$ cat src/rtl/div_unit.sv
// ============================================================================
//  Module   : div_unit (with helper addsub)
//  Purpose  : 64-bit restoring divider, signed or unsigned, one quotient bit
//             per cycle, MSB first. Zero divisor and signed overflow are
//             resolved directly from IDLE without iterating.
//  Revision : 1.0  initial release
// ============================================================================
`default_nettype none

// ----------------------------------------------------------------------------
// addsub: 64-bit adder/subtractor. sel=1 computes a - b as a + ~b + 1, so
// cout=1 means no borrow (a >= b when both are treated as unsigned).
// ----------------------------------------------------------------------------
module addsub (
  input  logic [63:0] a,
  input  logic [63:0] b,
  input  logic        sel,
  output logic [63:0] result,
  output logic        cout
);
  logic [63:0] w_b_in;

  assign w_b_in         = sel ? ~b : b;
  assign {cout, result} = {1'b0, a} + {1'b0, w_b_in} + {64'd0, sel};
endmodule

// ----------------------------------------------------------------------------
// div_unit
// ----------------------------------------------------------------------------
module div_unit (
  input  logic        clk,
  input  logic        rst,
  input  logic        start,
  input  logic        is_signed,
  input  logic [63:0] dividend,
  input  logic [63:0] divisor,
  output logic        busy,
  output logic        done,
  output logic [63:0] quotient,
  output logic [63:0] remainder,
  output logic        div_by_zero
);
  localparam logic [1:0]  S_IDLE   = 2'd0;
  localparam logic [1:0]  S_CALC   = 2'd1;
  localparam logic [1:0]  S_FIX    = 2'd2;
  localparam logic [1:0]  S_DONE   = 2'd3;
  localparam logic [6:0]  C_LAST   = 7'd63;
  localparam logic [63:0] C_MIN    = 64'h8000_0000_0000_0000;
  localparam logic [63:0] C_ONES   = 64'hFFFF_FFFF_FFFF_FFFF;

  logic [1:0]  r_state;
  logic [1:0]  w_next;
  logic [6:0]  r_cnt;
  logic [63:0] r_rem;      // partial remainder
  logic [63:0] r_quo;      // dividend bits shift out, quotient bits shift in
  logic [63:0] r_div;      // divisor magnitude
  logic        r_neg_q;
  logic        r_neg_r;

  logic        w_zero;
  logic        w_ovf;
  logic [63:0] w_abs_dd;
  logic [63:0] w_abs_dv;
  logic [63:0] w_shift;
  logic        w_shout;
  logic [63:0] w_diff;
  logic        w_cout;
  logic        w_ok;

  assign w_zero   = (divisor == 64'd0);
  assign w_ovf    = is_signed && (dividend == C_MIN) && (divisor == C_ONES);
  assign w_abs_dd = (is_signed && dividend[63]) ? (~dividend + 64'd1) : dividend;
  assign w_abs_dv = (is_signed && divisor[63])  ? (~divisor  + 64'd1) : divisor;

  // Shift the next dividend bit into the partial remainder; the bit pushed
  // out of the top still counts, since the true value is then >= 2^64.
  assign w_shift  = {r_rem[62:0], r_quo[63]};
  assign w_shout  = r_rem[63];

  addsub u_addsub (
    .a      (w_shift),
    .b      (r_div),
    .sel    (1'b1),
    .result (w_diff),
    .cout   (w_cout)
  );

  assign w_ok = w_cout | w_shout;

  // State register
  always_ff @(posedge clk) begin
    if (rst) r_state <= S_IDLE;
    else     r_state <= w_next;
  end

  // Next-state logic
  always_comb begin
    w_next = r_state;
    case (r_state)
      S_IDLE: if (start) w_next = (w_zero || w_ovf) ? S_DONE : S_CALC;
      S_CALC: if (r_cnt == C_LAST) w_next = S_FIX;
      S_FIX:  w_next = S_DONE;
      S_DONE: w_next = S_IDLE;
      default: w_next = S_IDLE;
    endcase
  end

  // Status outputs decoded from state
  always_comb begin
    busy = (r_state != S_IDLE);
    done = (r_state == S_DONE);
  end

  // Datapath: operand capture, iteration, sign fix-up and result registers
  always_ff @(posedge clk) begin
    if (rst) begin
      r_cnt       <= 7'd0;
      r_rem       <= 64'd0;
      r_quo       <= 64'd0;
      r_div       <= 64'd0;
      r_neg_q     <= 1'b0;
      r_neg_r     <= 1'b0;
      quotient    <= 64'd0;
      remainder   <= 64'd0;
      div_by_zero <= 1'b0;
    end else begin
      case (r_state)
        S_IDLE: begin
          if (start) begin
            if (w_zero) begin
              quotient    <= C_ONES;
              remainder   <= dividend;
              div_by_zero <= 1'b1;
            end else if (w_ovf) begin
              quotient    <= dividend;
              remainder   <= 64'd0;
              div_by_zero <= 1'b0;
            end else begin
              r_cnt   <= 7'd0;
              r_rem   <= 64'd0;
              r_quo   <= w_abs_dd;
              r_div   <= w_abs_dv;
              r_neg_q <= is_signed & (dividend[63] ^ divisor[63]);
              r_neg_r <= is_signed & dividend[63];
            end
          end
        end
        S_CALC: begin
          r_rem <= w_ok ? w_diff : w_shift;
          r_quo <= {r_quo[62:0], w_ok};
          r_cnt <= r_cnt + 7'd1;
        end
        S_FIX: begin
          quotient    <= r_neg_q ? (~r_quo + 64'd1) : r_quo;
          remainder   <= r_neg_r ? (~r_rem + 64'd1) : r_rem;
          div_by_zero <= 1'b0;
        end
        default: ;
      endcase
    end
  end
endmodule

`default_nettype wire

$ cat config.mk
export PLATFORM = sky130hd
export DESIGN_NAME = div_unit
export DESIGN_NICKNAME = d
export VERILOG_FILES = /design/src/rtl/div_unit.sv
export SDC_FILE = /design/constraint.sdc
export NUM_CORES = 1
export LEC_CHECK = 0
export BUFFER_PORTS_ARGS = -buffer_cell sky130_fd_sc_hd__buf_2
export CAP_MARGIN = 20
export CORE_MARGIN = 1
export CORE_UTILIZATION = 55
export CTS_CLUSTER_SIZE = 10
export DETAILED_ROUTE_END_ITERATION = 8
export MAX_ROUTING_LAYER = met4
export PLACE_DENSITY = 0.75
export SLEW_MARGIN = 0
export SYNTH_ARGS = -nofsm -noshare
export SYNTH_HDL_FRONTEND = slang
export SYNTH_HIERARCHICAL = 1
export SYNTH_SLANG_ARGS = --single-unit
$ cat constraint.sdc
create_clock -name clk -period 10.55 [get_ports clk]
set_input_delay 1.5825 -clock clk [delete_from_list [all_inputs] [get_ports clk]]
set_output_delay 1.5825 -clock clk [all_outputs]
set_load 0.03 [all_outputs]
# ---- Word-level counts from Yosys, hierarchy flattened
# Cells that the tools add are included.
dict set report totals {
  register_bits 332
  latchBits 0
  ram_bits 0
  mem_bits_ro 0
  input_bits 132
  output_inout_bits 131
  wordCells 86
  memories 0
}
dict set report op_classes {
  n_addsub 7
  mul 0
  div_mod_pow 0
  magnitude_cmp 0
  eq_ne 11
  shift 0
  n_mux 33
  bitwise_logic 11
  n_reduce_logical 14
}
# cell n
set ops {}
lappend ops {{$mux 64} 17}
lappend ops {{$pmux 64 s2} 4}
lappend ops {{$not 64->64} 5}
lappend ops {{$add 64x1->64 const B} 4}
lappend ops {{$eq 64x64->1 const B} 2}
lappend ops {{$add 64x64->65} 1}
lappend ops {{$add 65x1->65 const B} 1}
lappend ops {{$logic_not 64->1} 1}
lappend ops {{$mux 7} 3}
lappend ops {{$pmux 7 s2} 1}
lappend ops {{$ne 2x2->1 const B} 4}
lappend ops {{$pmux 2 s4} 1}
lappend ops {{$reduce_and 4->1} 2}
lappend ops {{$add 7x1->7 const B} 1}
lappend ops {{$eq 7x6->1 const B} 1}
lappend ops {{$mux 2} 3}
lappend ops {{$reduce_bool 2->1} 3}
lappend ops {{$eq 2x2->1 const B} 2}
lappend ops {{$logic_and 1x1->1} 4}
lappend ops {{$mux 1} 3}
lappend ops {{$ne 3x3->1 const B} 1}
lappend ops {{$reduce_and 3->1} 1}
lappend ops {{$and 1x1->1} 2}
lappend ops {{$eq 2x1->1 const B} 1}
lappend ops {{7 further kinds} 8}

# ---- Logic depth before layout (Yosys ltp)
dict set report depth {
  depth_word 7
  mapped_depth 20
  depth_no_buf 16
}

# ---- Modules after synthesis
# Netlist, hierarchy kept.
# module n_inst cells_per_inst area_per_inst_um2 seq_area_each_um2
set by_module_without_submodules {}
lappend by_module_without_submodules {div_unit 1 2683 20722.4 6646.4}
lappend by_module_without_submodules {addsub 1 657 4687.0 0.0}

# ---- Worst setup path after synthesis
# No wires, ideal clock.
dict set report synth_path {
  path_kind {in2reg}
  startpoint {in divisor[0]}
  endpoint {reg remainder[8]}
  setup_time_ns 0.140
  arrival_ns 4.029
  t_required_ns 10.410
  path_slack_ns 6.381
  stages 11
  n_path_buf 3
  cell_sequence {inv_1 ha_1 or4b_2 nor4_4 nand4_1 o21ai_1 o21a_1 buf_2 buf_2 buf_2 a211oi_1}
}
dict set report synth_via {
  elab_chain_len 4
  word_cells_on_any_way 8
  classes_between {2 x eq/ne; 3 x mux; 3 x reduce/logical}
}
# item line_no
set synth_rtl {}
lappend synth_rtl {{start, declared} 36} ;# input logic [63:0] divisor,
lappend synth_rtl {{$eq 64x64->1 or $logic_not 64->1 (tied branches)} {71, 70}}
lappend synth_rtl {{$logic_and 1x1->1 or $mux 64 (tied branches)} {71, 130}}
lappend synth_rtl {{$ne 3x3->1 (no line) or $mux 64 (tied branches)} n/a}
lappend synth_rtl {{$reduce_and 3->1 (no line) or $pmux 64 s2 (tied branches)} n/a}
lappend synth_rtl {{end signal, assigned} 132} ;# remainder <= dividend;
lappend synth_rtl {{end signal, assigned} 155} ;# remainder <= r_neg_r ? (~r_rem + 64'd1) : r_rem;
lappend synth_rtl {{end, declared} 40} ;# output logic [63:0] remainder,
# Several ways; a longest one is shown, not always the timed one. The select of a mux whose other input is x is not followed.
# A chain may end at the register's enable or synchronous reset.

# ---- Final worst setup path
dict set report layout_path {
  startpoint {in dividend[14]}
  endpoint {reg quotient[4]}
}
dict set report layout_via {
  elab_chain_len 5
}
# item line_no
set layout_rtl {}
lappend layout_rtl {{start, declared} 35} ;# input logic [63:0] dividend,
lappend layout_rtl {{$eq 64x64->1} 71} ;# assign w_ovf = is_signed && (dividend == C_MIN) && (divisor == C_ONES);
lappend layout_rtl {{$logic_and 1x1->1 (2 in series)} 71}
lappend layout_rtl {{$ne 3x3->1 (no line)} n/a}
lappend layout_rtl {{$reduce_and 3->1 (no line)} n/a}
lappend layout_rtl {{end signal, assigned} 135} ;# quotient <= dividend;
lappend layout_rtl {{end signal, assigned} 154} ;# quotient <= r_neg_q ? (~r_quo + 64'd1) : r_quo;
lappend layout_rtl {{end, declared} 39} ;# output logic [63:0] quotient,
# No other way between the ends.

==> impl_metrics.csv <==
group,metric,value,unit
setup_path,critical_path_buf_inv_count,3,
timing,fin_skew,34.4,ps
detailed_routing,avgViaCountPerCell,6.71,
die,placementRows,78,
timing,post-route-min-period,5830,ps
global_routing,number_of_global_route_vias_before_repair,24700,
power_and_ir_drop,totalPowerFinal,6.71,mW
setup_path,worst_path_cell_chain,"buf_2 -> nor4_1 -> nand4_1 -> nor3_2 -> and4_1 -> o21a_4 -> buf_4 -> buf_16 -> o221ai_1 -> a21oi_1",
place,dpl.cell_count,3955,
yosys,syn_area_per_cell,7.61,um2
yosys,synth_enable_flop_cells,0,
timing,slew_headroom,21.6,%
detailed_routing,routedWlPerCell,24.0,um
clocking,numClockSinks,332,
cells_and_area,post_layout_nonfiller_instances,4018,
clocking,ctsHtreeMaxLevel,2,
clocking,tritoncts,"built",
timing,final_tns_setup,0,ps
setup_path,stages_on_worst_setup_path,10,
global_routing,grtUsageTotal,40.7,%
setup_path,critPathMaxStageDelay,730,ps
cells_and_area,design_area,0.0278,mm2
setup_path,timing.critical_path.arrival,6340,ps
power_and_ir_drop,pwr_density_cell,241,mW/mm2
min_path,timing.hold.worst.class,"flip-flop to flip-flop",
global_routing,initial_antenna_violation_count,2,
clocking,holdBufCountCts,0,
global_routing,grt_total_ovfl,0,
yosys,synth_seq_cells,332,
detailed_routing,antenna_left,0,
die,die_height,217,um
setup_path,timing.critical_path.slowest_stage_cell,"sky130_fd_sc_hd__nor4_1",
detailed_routing,drc_errors_left,0,
clocking,post_cts_buffers,0,
cells_and_area,drive_above_1_share,15.2,%
clocking,cts-buffers-inserted,41,
timing,setup_ws,4720,ps
yosys,netlist_area,0.0254,mm2
timing,grt_setup_unrepaired,"no",
timing,final_period_util,55.3,%
yosys,yosys_most_used_dff,"sky130_fd_sc_hd__dfxtp_1",
timing,max_freq,0.171,GHz
yosys,post_synth_inst_count,3340,
yosys,mappedNetlistNets,3552,
timing,holdWs,444,ps
clocking,cts_repair_resize_count,0,
detailed_routing,finalWirelength,96400,um
clocking,clkSlewWorstSetupHoldPaths,60,ps
detailed_routing,via_count,27000,
yosys,post_synth_num_cell_types,100,
run_status,outcome,"finished, final reports clean",
setup_path,timing_worst_setup_path_type,"input port to flip-flop",
die,die_w,217,um
place,dpl_cell_area,0.0266,mm2
cells_and_area,final_common_cell,"sky130_fd_sc_hd__nand2_1",
setup_path,worst-path-max-fanout,87,
die,floorplan.initialDensity,55.9,%
timing,timing_hold_violations_final,0,
yosys,async_flop_share,0,%
timing,tightest_slew,1160,ps
setup_path,critical_path.endpoint_type,"flip-flop",
setup_path,crit_family,"simple AND/OR/NAND/NOR gates",
timing,finalSetupViolCount,0,
detailed_routing,initialDrtViolationCount,3268,
place,placement.setup.worst_slack,4000,ps
die,floorplan.core_area,0.0455,mm2
clocking,clk-insertion-delay-late,600,ps
cells_and_area,area_growth_syn_to_layout,9.56,%
place,gpl.final_weighted_congestion,1.04,
clocking,max-clock-path-buffers,3,
setup_path,required,11060,ps
clocking,ctsRootBufferMaster,"sky130_fd_sc_hd__clkbuf_16",
global_routing,first_pass_grt_wire_length,146000,um
yosys,synth_sequential_area_ratio,26.2,%
yosys,ys_warn_count,6,
timing,slew_violations,0,
flow_run,max_cap_violations,0,
cells_and_area,most-common-layout-cells,"sky130_fd_sc_hd__nand2_1 (394), sky130_fd_sc_hd__dfxtp_1 (331), sky130_fd_sc_hd__a21oi_1 (284)",
cells_and_area,postLayoutCoreUtil,61.2,%
setup_path,ff2ff_path_depth,15,
place,portBuffers,262,
detailed_routing,firstDrtPassIters,7,
place,detailedPlacementHpwl,71100,um
die,floorplan.die_area,0.0471,mm2
min_path,number_of_stages_on_the_worst_hold_path,2,
cells_and_area,final_layout_net_count,3611,
die,io_pins,263,
power_and_ir_drop,static-leakage-power,10.8,nW
setup_path,start_kind,"input port",
global_routing,maximum_number_of_pins_on_one_net_before_global_route_repair,150,
power_and_ir_drop,max-vdd-ir-drop,0.184,mV
-- routing by layer --
layer	GRT usage (%)	wire length, um	up-vias
li1	-	-	12400
met1	50.1	38400	12700
met2	63.6	43300	1541
met3	7.07	8990	330
met4	21.8	5770	0
met5	-	0	-
-- final cells by class --
| cell class | count | area (um2) |
|---|---|---|
| Tap cell | 600 | 751 |
| Multi-Input combinational cell | 2686 | 17500 |
| Fill cell | 4213 | 17600 |
| Sequential cell | 332 | 6650 |
| Antenna cell | 3 | 7.51 |
| Inverter | 44 | 165 |
| Timing Repair Buffer | 294 | 1580 |
| Clock buffer | 52 | 1120 |
| Clock inverter | 7 | 61.3 |
-- cell usage after synthesis, drive strengths merged, types with 6 or more instances --
| library cell | count | area [um2] |
|---|---|---|
| nand2 | 394 | 1480 |
| dfxtp | 332 | 6650 |
| a21oi | 288 | 1460 |
| nor2 | 275 | 1050 |
| clkbuf | 205 | 771 |
| xor2 | 178 | 1560 |
| xnor2 | 173 | 1520 |
| o21ai | 147 | 754 |
| nand3 | 136 | 691 |
| a211oi | 119 | 1060 |
| nor3 | 86 | 440 |
| o31ai | 82 | 636 |
| ha | 79 | 988 |
| buf | 73 | 398 |
| mux2 | 67 | 754 |
| nand4 | 67 | 419 |
| nor4 | 55 | 372 |
| o41ai | 48 | 435 |
| a22oi | 46 | 345 |
| inv | 43 | 161 |
| o221ai | 40 | 350 |
| o211ai | 39 | 298 |
| a21o | 38 | 287 |
| or3 | 37 | 236 |
| or4 | 35 | 270 |
| nand2b | 29 | 181 |
| a31oi | 27 | 190 |
| a311oi | 16 | 146 |
| or2 | 16 | 100 |
| o21bai | 14 | 105 |
| and2 | 11 | 68.8 |
| and4 | 10 | 90.1 |
| nor3b | 10 | 75.1 |
| o21a | 10 | 75.1 |
| a221oi | 9 | 78.8 |
| a31o | 9 | 78.8 |
| a21boi | 8 | 63.8 |
| a41oi | 7 | 61.3 |
| nand3b | 7 | 52.6 |
| nor2b | 7 | 43.8 |
| o311ai | 7 | 68.8 |
| and3 | 6 | 38.8 |
| mux2i | 6 | 60.1 |
-- report_power, final --
group	total [mW]	internal (mW)	switching, mW
clock	1.31	0.738	0.570
sequential	1.99	1.63	0.361
combinational	3.41	0.998	2.41
-- worst paths after layout --
| kind | from | end | slack (ps) |
|---|---|---|---|
| worst min-delay path | quotient[16]$_SDFFE_PP0P_ | quotient[16]$_SDFFE_PP0P_ | 440 |
| worst min register to register | quotient[16]$_SDFFE_PP0P_ | quotient[16]$_SDFFE_PP0P_ | 440 |
| worst max register to register | r_rem[18]$_SDFFE_PP0P_ | r_rem[7]$_SDFFE_PP0P_ | 5130 |
| worst max-delay path | dividend[14] | quotient[4]$_SDFFE_PP0P_ | 4720 |
-- state kept, by name, indices dropped and copies added, names as in the netlist --
register     count
r_cnt            7
r_neg_r          1
r_state          2
r_neg_q          1
div_by_zero      1
r_rem           64
r_quo           64
remainder       64
r_div           64
quotient        64
-- logic make-up (layout without fill, tap and decap cells) --
| family | Yosys count | in the layout | share of synthesized area, % |
|---|---|---|---|
| simple gates | 1194 | 1194 | 22.5 |
| compound gates | 987 | 987 | 26.8 |
| xor+xnor | 351 | 351 | 12.1 |
| flops | 332 | 332 | 26.2 |
| buf+inv | 322 | 397 | 5.25 |
| fa+ha+maj | 80 | 80 | 3.97 |
| mux | 73 | 73 | 3.21 |
| other cells | 1 | 4 | 0.0148 |
-- tightest hold or removal path, cell delays in order (launching register included) --
cell,delay (ps)
sky130_fd_sc_hd__dfxtp_1,300
sky130_fd_sc_hd__nand2_1,50
sky130_fd_sc_hd__a21oi_1,50
Power figures use the tool's default switching activity.
